### config.mk
export PLATFORM = sky130hd
export DESIGN_NAME = opcode_encoder_flat
export DESIGN_NICKNAME = d
export VERILOG_FILES = /design/src/rtl/opcode_encoder_if.sv /design/src/rtl/opcode_encoder.sv /design/src/flat_wrapper.sv
export SDC_FILE = /design/constraint.sdc
export NUM_CORES = 1
export LEC_CHECK = 0
export ABC_AREA = 0
export CORE_UTILIZATION = 45
export CTS_CLUSTER_SIZE = 16
export DETAILED_ROUTE_END_ITERATION = 8
export MAX_ROUTING_LAYER = met4
export PLACE_DENSITY = 0.68
export SKIP_LAST_GASP = 1
export SLEW_MARGIN = 15
export SYNTH_ARGS = -nofsm -noshare
export SYNTH_HDL_FRONTEND = slang
export SYNTH_SLANG_ARGS = --single-unit
### constraint.sdc
create_clock -name clock -period 6.1 [get_ports clock]
set_input_delay 1.22 -clock clock [delete_from_list [all_inputs] [get_ports clock]]
set_output_delay 1.22 -clock clock [all_outputs]
set_load 0.02 [all_outputs]
### src/rtl/opcode_encoder_if.sv
// Request/issue bundle for opcode_encoder: hot-line request handshake in,
// encoded opcode handshake out, plus error and occupancy status.
interface opcode_encoder_if #(
   parameter int unsigned LVL_W = 3
);
   logic [5:0]       req_hot;
   logic             req_valid;
   logic             req_ready;
   logic [4:0]       op_code;
   logic             op_valid;
   logic             op_ready;
   logic             err_sticky;
   logic [7:0]       err_count;
   logic [LVL_W-1:0] level;

   // Command producer / ALU front end side
   modport master (
      output req_hot, req_valid, op_ready,
      input  req_ready, op_code, op_valid, err_sticky, err_count, level
   );

   // Encoder side
   modport slave (
      input  req_hot, req_valid, op_ready,
      output req_ready, op_code, op_valid, err_sticky, err_count, level
   );
endinterface

### src/rtl/opcode_encoder.sv
// One-hot command lines -> 5-bit ALU opcode, buffered in a DEPTH-entry FIFO.
// Optional macro OPCODE_ENCODER_PRIORITY_EN: multi-hot legal, lowest set bit wins.
module opcode_encoder #(
   parameter int unsigned DEPTH = 4,
   parameter int unsigned PTR_W = 2
) (
   input  logic             clock,
   input  logic             reset_n,
   opcode_encoder_if.slave  bus
);
   localparam int unsigned LVL_W = PTR_W + 1;
   localparam int unsigned HOT_W = 6;
   localparam int unsigned OP_W  = 5;
   localparam int unsigned CNT_W = 3;

   logic [OP_W-1:0]  mem_q [DEPTH];
   logic [PTR_W-1:0] rd_ptr_q, rd_ptr_d;
   logic [PTR_W-1:0] wr_ptr_q, wr_ptr_d;
   logic [LVL_W-1:0] level_q, level_d;
   logic             err_sticky_q, err_sticky_d;
   logic [7:0]       err_count_q, err_count_d;

   logic [CNT_W-1:0] ones;
   logic [OP_W-1:0]  enc;
   logic             found;
   logic             legal;
   logic             accept;
   logic             push;
   logic             pop;
   logic             bad_req;

   // Count set bits and locate the lowest one in a single pass
   always_comb begin
      ones  = '0;
      enc   = '0;
      found = 1'b0;
      for (int i = 0; i < int'(HOT_W); i++) begin
         if (bus.req_hot[i]) begin
            ones = ones + CNT_W'(1);
            if (!found) begin
               enc   = OP_W'(i);
               found = 1'b1;
            end
         end
      end
   end

`ifdef OPCODE_ENCODER_PRIORITY_EN
   assign legal = found;
`else
   assign legal = (ones == CNT_W'(1));
`endif

   // Pop is evaluated first so a full FIFO can accept in the same cycle it drains
   assign pop           = (level_q != '0) && bus.op_ready;
   assign bus.req_ready = reset_n &&
                          ((level_q < LVL_W'(DEPTH)) || pop);
   assign accept        = bus.req_valid && bus.req_ready;
   assign push          = accept && legal;
   assign bad_req       = accept && !legal;

   always_comb begin
      rd_ptr_d     = rd_ptr_q;
      wr_ptr_d     = wr_ptr_q;
      level_d      = level_q;
      err_sticky_d = err_sticky_q;
      err_count_d  = err_count_q;
      if (pop)  rd_ptr_d = rd_ptr_q + PTR_W'(1);
      if (push) wr_ptr_d = wr_ptr_q + PTR_W'(1);
      level_d = level_q + LVL_W'(push) - LVL_W'(pop);
      if (bad_req) begin
         err_sticky_d = 1'b1;
         if (err_count_q != 8'hFF) err_count_d = err_count_q + 8'd1;
      end
   end

   always_ff @(posedge clock) begin
      if (!reset_n) begin
         rd_ptr_q     <= '0;
         wr_ptr_q     <= '0;
         level_q      <= '0;
         err_sticky_q <= 1'b0;
         err_count_q  <= '0;
         for (int i = 0; i < int'(DEPTH); i++) mem_q[i] <= '0;
      end else begin
         rd_ptr_q     <= rd_ptr_d;
         wr_ptr_q     <= wr_ptr_d;
         level_q      <= level_d;
         err_sticky_q <= err_sticky_d;
         err_count_q  <= err_count_d;
         if (push) mem_q[wr_ptr_q] <= enc;
      end
   end

   assign bus.op_code    = mem_q[rd_ptr_q];
   assign bus.op_valid   = (level_q != '0);
   assign bus.err_sticky = err_sticky_q;
   assign bus.err_count  = err_count_q;
   assign bus.level      = level_q;
endmodule

### src/flat_wrapper.sv
// flat-port wrapper written by rule: the top's interface ports become plain ports
module opcode_encoder_flat 
#(
   parameter int unsigned DEPTH = 4,
   parameter int unsigned PTR_W = 2
)
  (clock, reset_n, bus_req_hot, bus_req_valid, bus_op_ready, bus_req_ready, bus_op_code, bus_op_valid, bus_err_sticky, bus_err_count, bus_level);
  opcode_encoder_if #(.LVL_W(PTR_W + 1)) bus_i ();
  input  logic clock;
  input  logic reset_n;
  input wire logic [$bits(bus_i.req_hot)-1:0] bus_req_hot;
  input wire logic [$bits(bus_i.req_valid)-1:0] bus_req_valid;
  input wire logic [$bits(bus_i.op_ready)-1:0] bus_op_ready;
  output wire logic [$bits(bus_i.req_ready)-1:0] bus_req_ready;
  output wire logic [$bits(bus_i.op_code)-1:0] bus_op_code;
  output wire logic [$bits(bus_i.op_valid)-1:0] bus_op_valid;
  output wire logic [$bits(bus_i.err_sticky)-1:0] bus_err_sticky;
  output wire logic [$bits(bus_i.err_count)-1:0] bus_err_count;
  output wire logic [$bits(bus_i.level)-1:0] bus_level;
  assign bus_i.req_hot = bus_req_hot;
  assign bus_i.req_valid = bus_req_valid;
  assign bus_i.op_ready = bus_op_ready;
  assign bus_req_ready = bus_i.req_ready;
  assign bus_op_code = bus_i.op_code;
  assign bus_op_valid = bus_i.op_valid;
  assign bus_err_sticky = bus_i.err_sticky;
  assign bus_err_count = bus_i.err_count;
  assign bus_level = bus_i.level;
  opcode_encoder #(.DEPTH(DEPTH), .PTR_W(PTR_W)) u_core (.clock(clock), .reset_n(reset_n), .bus(bus_i));
endmodule
==> impl_metrics.env, run 1 <==
export IMPL_status="complete, no violations"
export IMPL_min_path_type="reg -> reg"
export IMPL_topRoutingLayerUsed="met4"
export IMPL_fin_nets=229
export IMPL_ir_worst_vdd_uv=104
export IMPL_synth_top_cell_area_share_pct=20.3
export IMPL_synthArstFlopShare_pct=0
export IMPL_synth_top_area_cell="dfxtp_1"
export IMPL_post_route_period_util_pct=90.3
export IMPL_syn_area_per_cell_sq_um=9.72
export IMPL_detail_route_antenna_nets=0
export IMPL_area_growth_pct=20.2
export IMPL_ios=29
export IMPL_cp_max_fo=12
export IMPL_r2r_setup_slack_ps=3940
export IMPL_port_buffers=26
export IMPL_htreeDepth=2
export IMPL_cts_sinks=30
export IMPL_rows=22
export IMPL_whs_ps=476
export IMPL_end_kind="flop"
export IMPL_yosys_warnings=0
export IMPL_synth_seq_cells=30
export IMPL_die_height_microns=64.9
export IMPL_final_cell_area_sq_mm=0.00214
export IMPL_drt_iter0_drc=34
export IMPL_grt_usage_pct=18.5
export IMPL_r2r_end="u_core.bus.level[2]$_SDFF_PN0_"
export IMPL_core_sq_mm=0.00372
export IMPL_crit_type="in -> reg"
export IMPL_initial_core_util_pct=47.8
export IMPL_finalSetupViolCount=0
export IMPL_cp_arrival_ps=5470
export IMPL_grt_max_degree=17
export IMPL_synth_cell_type_count=46
export IMPL_cp_start_kind="input port"
export IMPL_whs_endpoint="u_core.bus.err_sticky$_SDFFE_PN0P_"
export IMPL_cts_root_buf="clkbuf_8"
export IMPL_grt_pass1_vias=1242
export IMPL_max_cap_violations=0
export IMPL_reg2reg_depth=8
export IMPL_place_area_sq_mm=0.00206
export IMPL_cts_tree="yes"
export IMPL_final_max_slew_violation_count=0
export IMPL_synth_edf_count=12
export IMPL_relSlewSlack_pct=62.8
export IMPL_final_min_clock_period_ps=5510
export IMPL_met3WireLength_microns=115
export IMPL_cts_buffers_inserted=5
export IMPL_tns_ps=0
export IMPL_met1Wirelength_mm=1.52
export IMPL_ctsResizeCount=0
export IMPL_routed_wirelength_mm=3.31
export IMPL_fmax_mhz=182
export IMPL_drc_errors=0
export IMPL_seq_area_sq_um=721
export IMPL_wl_met2_mm=1.59
export IMPL_die_area_sq_mm=0.00421
export IMPL_antenna_found_initial=0
export IMPL_synthFlopType="dfxtp_1"
export IMPL_holdPathStages=2
export IMPL_power_leakage_uw=0.000854
export IMPL_cts_hold_buffers=0
export IMPL_dp_cells=250
export IMPL_clk_pin_slew_ps=60
export IMPL_cts_setup_buffers=0
export IMPL_clock_skew_ps=3.72
export IMPL_die_width_microns=64.9
export IMPL_fin_cells=258
export IMPL_syn_area_sq_mm=0.00178
export IMPL_clk_latency_ps=280
export IMPL_required_ps=6060
export IMPL_antenna_cells=0
export IMPL_multi_input_area_sq_um=948
export IMPL_vias=1333
export IMPL_r2r_start="u_core.bus.level[2]$_SDFF_PN0_"
export IMPL_pwr_density_cell_mw_per_mm2=308
export IMPL_rsz0062_at_grt="false"
export IMPL_post_dp_hpwl_mm=2.54
export IMPL_viasPerCell=5.17
export IMPL_tightest_slew_ps=553
export IMPL_drive_gt1_share_pct=9.05
export IMPL_yosysSeqAreaShare_pct=40.5
export IMPL_cts_buffer_depth=2
export IMPL_hold_viol_final=0
export IMPL_ys_top_cells_by_area="dfxtp_1, edfxtp_1, ha_1, mux2i_1, mux4_2"
export IMPL_grt_overflow_total=0
export IMPL_dr_pass1_iters=4
export IMPL_wl_per_cell_microns=12.8
export IMPL_fillers=350
export IMPL_netlist_instances=183
export IMPL_gp_congestion=0.806
export IMPL_grt_pass1_wl_mm=5.62
export IMPL_min_from="u_core.bus.err_sticky$_SDFFE_PN0P_"
[logic make-up (layout without fill, tap and decap cells)]
kind of cell	count (synthesis)	in the layout	share of synthesized area, %
buf+inv	25	51	6.33
flops	30	30	40.5
compound gates	21	21	8.16
other cells	1	2	0.211
simple gates	71	71	20.9
mux	13	13	9.57
xor+xnor	12	12	6.83
fa+ha+maj	10	10	7.46
[critical path: stages]
cell	delay [ps]
clkdlybuf4s50_1	510
inv_1	60
ha_1	340
xnor2_1	300
inv_1	100
ha_1	290
mux2_2	280
ha_1	290
mux2_2	270
ha_1	280
nor3b_1	270
nand2_1	120
a32oi_1	210
o211ai_1	140
buf_4	210
or2_2	300
a21oi_1	300
[per-stage QoR]
| stage | utilization, % | worst slack [ps] | total power [uW] |
|---|---|---|---|
| final | 57.5 | 591 | 659 |
| after floorplan | - | 1150 | 432 |
| after CTS | 57.5 | 590 | 668 |
| after detailed placement | 55.4 | 296 | 515 |
| after global placement | 55.4 | 526 | 506 |
| after global routing | 57.5 | 346 | 704 |
[sequential cells by signal, summed over array words and instances, names as in the netlist, named ones only]
| signal | count |
|---|---|
| u_core.bus.err_sticky | 1 |
| u_core.bus.err_count | 8 |
| u_core.mem_q | 12 |
| u_core.wr_ptr_q | 2 |
| u_core.rd_ptr_q | 2 |
| u_core.bus.level | 3 |
[Yosys cell counts, types with 2 or more instances]
cell type  number
inv_1          16
mux2_2          2
a21oi_1         5
nand4_1         3
nor2_1         17
edfxtp_1       12
nor3b_1         3
xor2_1          5
buf_4           2
o21ai_0         7
nand3b_1        2
nor4_1          2
nor3_1          6
mux4_2          3
nand2_1        15
ha_1            9
mux2i_1         8
nand3_1         6
clkbuf_1        2
buf_2           3
or3_1           2
xnor2_1         6
nand2b_1        2
dfxtp_1        18
and2_1          4
and3_1          3
[cells in the final DEF (no fill, tap or decap), types with 4 or more instances in the layout]
| cell | Yosys | final |
|---|---|---|
| inv_1 | 16 | 16 |
| edfxtp_1 | 12 | 12 |
| dfxtp_1 | 18 | 18 |
| clkbuf_8 | 0 | 5 |
| xnor2_1 | 6 | 6 |
| nand3_1 | 6 | 6 |
| ha_1 | 9 | 9 |
| o21ai_0 | 7 | 7 |
| clkdlybuf4s50_1 | 0 | 26 |
| xor2_1 | 5 | 5 |
| a21oi_1 | 5 | 5 |
| nor3_1 | 6 | 6 |
| and2_1 | 4 | 4 |
| mux2i_1 | 8 | 8 |
| nor2_1 | 17 | 17 |
| nand2_1 | 15 | 15 |
[final cells by class]
| cell class | instances | share of cell area, % |
|---|---|---|
| Multi-Input combinational cell | 129 | 44.4 |
| Sequential cell | 30 | 33.7 |
| Timing Repair Buffer | 27 | 12.5 |
| Clock buffer | 8 | 3.75 |
| Inverter | 16 | 2.81 |
| Tap cell | 48 | 2.81 |
[power by group]
part           internal (uW)  switching (uW)  total, uW
clock                   80.8            68.9        150
sequential               236            24.4        260
combinational            127             123        249
[routing by layer]
metal / vias to the layer above / track usage (%)
met1: 620 / 21.8
met4: 0 / 9.72
met3: 7 / 5.11
met5: - / -
met2: 21 / 28.5
li1: 685 / -
[how the worst max path moves through the flow]
| stage | end | from |
|---|---|---|
| after floorplan | u_core.bus.level[1]$_SDFF_PN0_ | bus_req_hot[0] |
| after global placement | u_core.mem_q[3][0]$_DFFE_PP_ | bus_req_hot[0] |
| after detailed placement | u_core.mem_q[3][2]$_DFFE_PP_ | bus_req_hot[1] |
| after CTS | u_core.mem_q[3][2]$_DFFE_PP_ | bus_req_hot[1] |
| after global routing | u_core.mem_q[3][2]$_DFFE_PP_ | bus_req_hot[1] |
| final | u_core.mem_q[3][2]$_DFFE_PP_ | bus_req_hot[1] |
Power figures use the tool's default switching activity.
==> inputs of run 2 (changes only) <==
- CTS_CLUSTER_SIZE: 16 -> unset
==> results of run 2 <==
The final DEF is identical to that of run 1; final timing and power are the same.
==> inputs of run 3 (changes only) <==
- CORE_UTILIZATION: 45 -> 55
- CTS_BUF_LIST: unset -> sky130_fd_sc_hd__clkbuf_8
- PLACE_DENSITY: 0.68 -> 0.81
- TNS_END_PERCENT: unset -> 1
==> run 3 against run 2 <==
Against the previous run: via count increased by 4.1%; clock power hardly changed; die area is 18% lower; maximum frequency grew 2.3%; register-to-register slack worse by 30 ps; worst hold slack got worse by 4.5 ps; sequential power about the same; flip-flop and latch count stayed put; critical endpoint is now u_core.bus.level[1]$_SDFF_PN0_; clock skew is 1.6 ps lower; design area is 0.18% lower; sequential share of layout area up 0.059 points.
==> impl_metrics.env, run 3 (synthesis results as in run 1) <==
export IMPL_status="complete, no violations"
export IMPL_die_height_microns=58.9
export IMPL_grt_max_degree=17
export IMPL_power_frac_clock_pct=22.4
export IMPL_rsz0062_at_grt="false"
export IMPL_pwr_density_cell_mw_per_mm2=311
export IMPL_drive_gt1_share_pct=9.52
export IMPL_cts_tree="yes"
export IMPL_ir_worst_vdd_uv=145
export IMPL_cts_buffers_inserted=5
export IMPL_switching_share_pct=33.6
export IMPL_pwr_share_comb_pct=38.5
export IMPL_regMostFlops="u_core.mem_q"
export IMPL_area_growth_pct=20.0
export IMPL_cts_sinks=30
export IMPL_initial_core_util_pct=58.2
export IMPL_p_int_uw=441
export IMPL_min_path_type="reg -> reg"
export IMPL_reg2reg_depth=8
export IMPL_pwr_share_seq_pct=39.1
export IMPL_r2r_end="u_core.bus.level[2]$_SDFF_PN0_"
export IMPL_final_min_clock_period_ps=5390
export IMPL_place_area_sq_mm=0.00205
export IMPL_grt_pass1_wl_mm=5.42
export IMPL_r2r_setup_slack_ps=3910
export IMPL_grt_pass1_vias=1277
export IMPL_min_from="u_core.bus.err_sticky$_SDFFE_PN0P_"
export IMPL_final_cell_area_sq_mm=0.00213
export IMPL_cts_hold_buffers=0
export IMPL_power_switching_uw=223
export IMPL_gp_congestion=0.873
export IMPL_fmax_mhz=186
export IMPL_routed_wirelength_mm=3.34
export IMPL_relSlewSlack_pct=65.7
export IMPL_fin_nets=229
export IMPL_end_kind="flop"
export IMPL_cp_arrival_ps=5560
export IMPL_critPathSlowestCell="clkdlybuf4s50_1"
export IMPL_layout_common_cells="clkdlybuf4s50_1, dfxtp_1, inv_1, nor2_1, nand2_1"
export IMPL_clk_latency_ps=280
export IMPL_clock_skew_ps=2.15
export IMPL_finalSetupViolCount=0
export IMPL_crit_type="in -> reg"
export IMPL_post_route_period_util_pct=88.3
export IMPL_die_width_microns=58.9
export IMPL_cts_buffer_depth=2
export IMPL_max_cap_violations=0
export IMPL_largest_register_ffs=12
export IMPL_drt_iter0_drc=35
export IMPL_cp_max_fo=5
export IMPL_ios=29
export IMPL_required_ps=6280
export IMPL_r2r_start="u_core.bus.level[2]$_SDFF_PN0_"
export IMPL_max_stage_delay_ps=510
export IMPL_holdPathStages=2
export IMPL_tightest_slew_ps=513
export IMPL_grt_usage_pct=22.1
export IMPL_final_max_slew_violation_count=0
export IMPL_hold_viol_final=0
export IMPL_whs_ps=471
export IMPL_htreeDepth=2
export IMPL_rows=20
export IMPL_fillers=237
export IMPL_crit_chain="clkdlybuf4s50_1, inv_1, ha_1, xnor2_1, inv_1, ha_1, mux2_2, ha_1, mux2_2, ha_1, nor3b_1, a21oi_1, a32oi_1, o211ai_1, inv_1, ha_1, fa_1, and2_1"
export IMPL_ctsResizeCount=0
export IMPL_antenna_found_initial=0
export IMPL_cts_root_buf="clkbuf_8"
export IMPL_tns_ps=0
export IMPL_grt_overflow_total=0
export IMPL_cp_start_kind="input port"
export IMPL_viasPerCell=5.46
export IMPL_port_buffers=26
export IMPL_whs_endpoint="u_core.bus.err_sticky$_SDFFE_PN0P_"
export IMPL_drc_errors=0
export IMPL_antenna_cells=0
export IMPL_cp_startpoint="bus_req_hot[1]"
export IMPL_wl_per_cell_microns=13.1
export IMPL_power_leakage_uw=0.000862
export IMPL_post_dp_hpwl_mm=2.56
export IMPL_cts_setup_buffers=0
export IMPL_core_sq_mm=0.00305
export IMPL_power_total_uw=664
export IMPL_cpMostUsedCell="ha_1"
export IMPL_detail_route_antenna_nets=0
export IMPL_vias=1388
export IMPL_dr_pass1_iters=4
export IMPL_die_area_sq_mm=0.00346
export IMPL_clk_pin_slew_ps=60
export IMPL_mostFrequentLayoutCell="clkdlybuf4s50_1"
==> run 3: cell count changes in the layout (fill, tap and decap cells not counted), sizes merged <==
| cell | before | now |
|---|---|---|
| clkinv | 0 | 2 |
| clkbuf | 8 | 5 |
| inv | 16 | 17 |
==> run 3: final cells by class <==
| type | instances | area (sq um) | area share, % |
|---|---|---|---|
| inverters | 16 | 60.1 | 2.82 |
| clock buffers | 5 | 68.8 | 3.23 |
| multi-input cells | 129 | 948 | 44.5 |
| repair buffers | 27 | 268 | 12.6 |
| well taps | 44 | 55.1 | 2.58 |
| flip-flops and latches | 30 | 721 | 33.8 |
| clock inverters | 3 | 12.5 | 0.587 |
==> run 3: per-layer routing <==
| metal | track usage, % | up-vias | wire [microns] |
|---|---|---|---|
| met1 | 23.8 | 658 | 1410 |
| met3 | 5.49 | 8 | 133 |
| li1 | - | 687 | - |
| met2 | 37.7 | 35 | 1720 |
| met4 | 10.9 | 0 | 76 |
| met5 | - | - | 0 |
==> run 3: worst max path at each step <==
stage          cells past startpoint                        endpoint
2_1_floorplan                     18  u_core.bus.level[1]$_SDFF_PN0_
3_3_place_gp                      16    u_core.mem_q[3][0]$_DFFE_PP_
3_5_place_dp                      18  u_core.bus.level[1]$_SDFF_PN0_
4_1_cts                           18  u_core.bus.level[1]$_SDFF_PN0_
5_1_grt                           18  u_core.bus.level[1]$_SDFF_PN0_
6_report                          18  u_core.bus.level[1]$_SDFF_PN0_
==> run 3: worst max-delay path: cells and delay by family <==
| family | cells | cell delay, ps |
|---|---|---|
| multiplexers | 2 | 550 |
| XOR/XNOR | 1 | 270 |
| AND/OR/NAND/NOR | 2 | 470 |
| buffers and inverters | 4 | 790 |
| AO/OA/AOI/OAI | 3 | 480 |
| adder cells (fa/ha/maj) | 6 | 1790 |
==> run 3: power by group through the flow <==
stage / clock network [uW] / logic (uW) / registers [uW]
6_report: 149 / 255 / 260
5_1_grt: 159 / 283 / 263
4_1_cts: 151 / 259 / 260
3_5_place_dp: 0 / 258 / 264
3_3_place_gp: 0 / 242 / 262
2_1_floorplan: 0 / 159 / 274
==> run 3: per-stage QoR <==
step	setup WS, ps	utilization [%]	instances
finish	712	69.9	254
global placement	645	67.2	246
floorplan	1150	-	184
CTS	683	69.9	254
detailed placement	405	67.2	246
global route	396	69.9	254
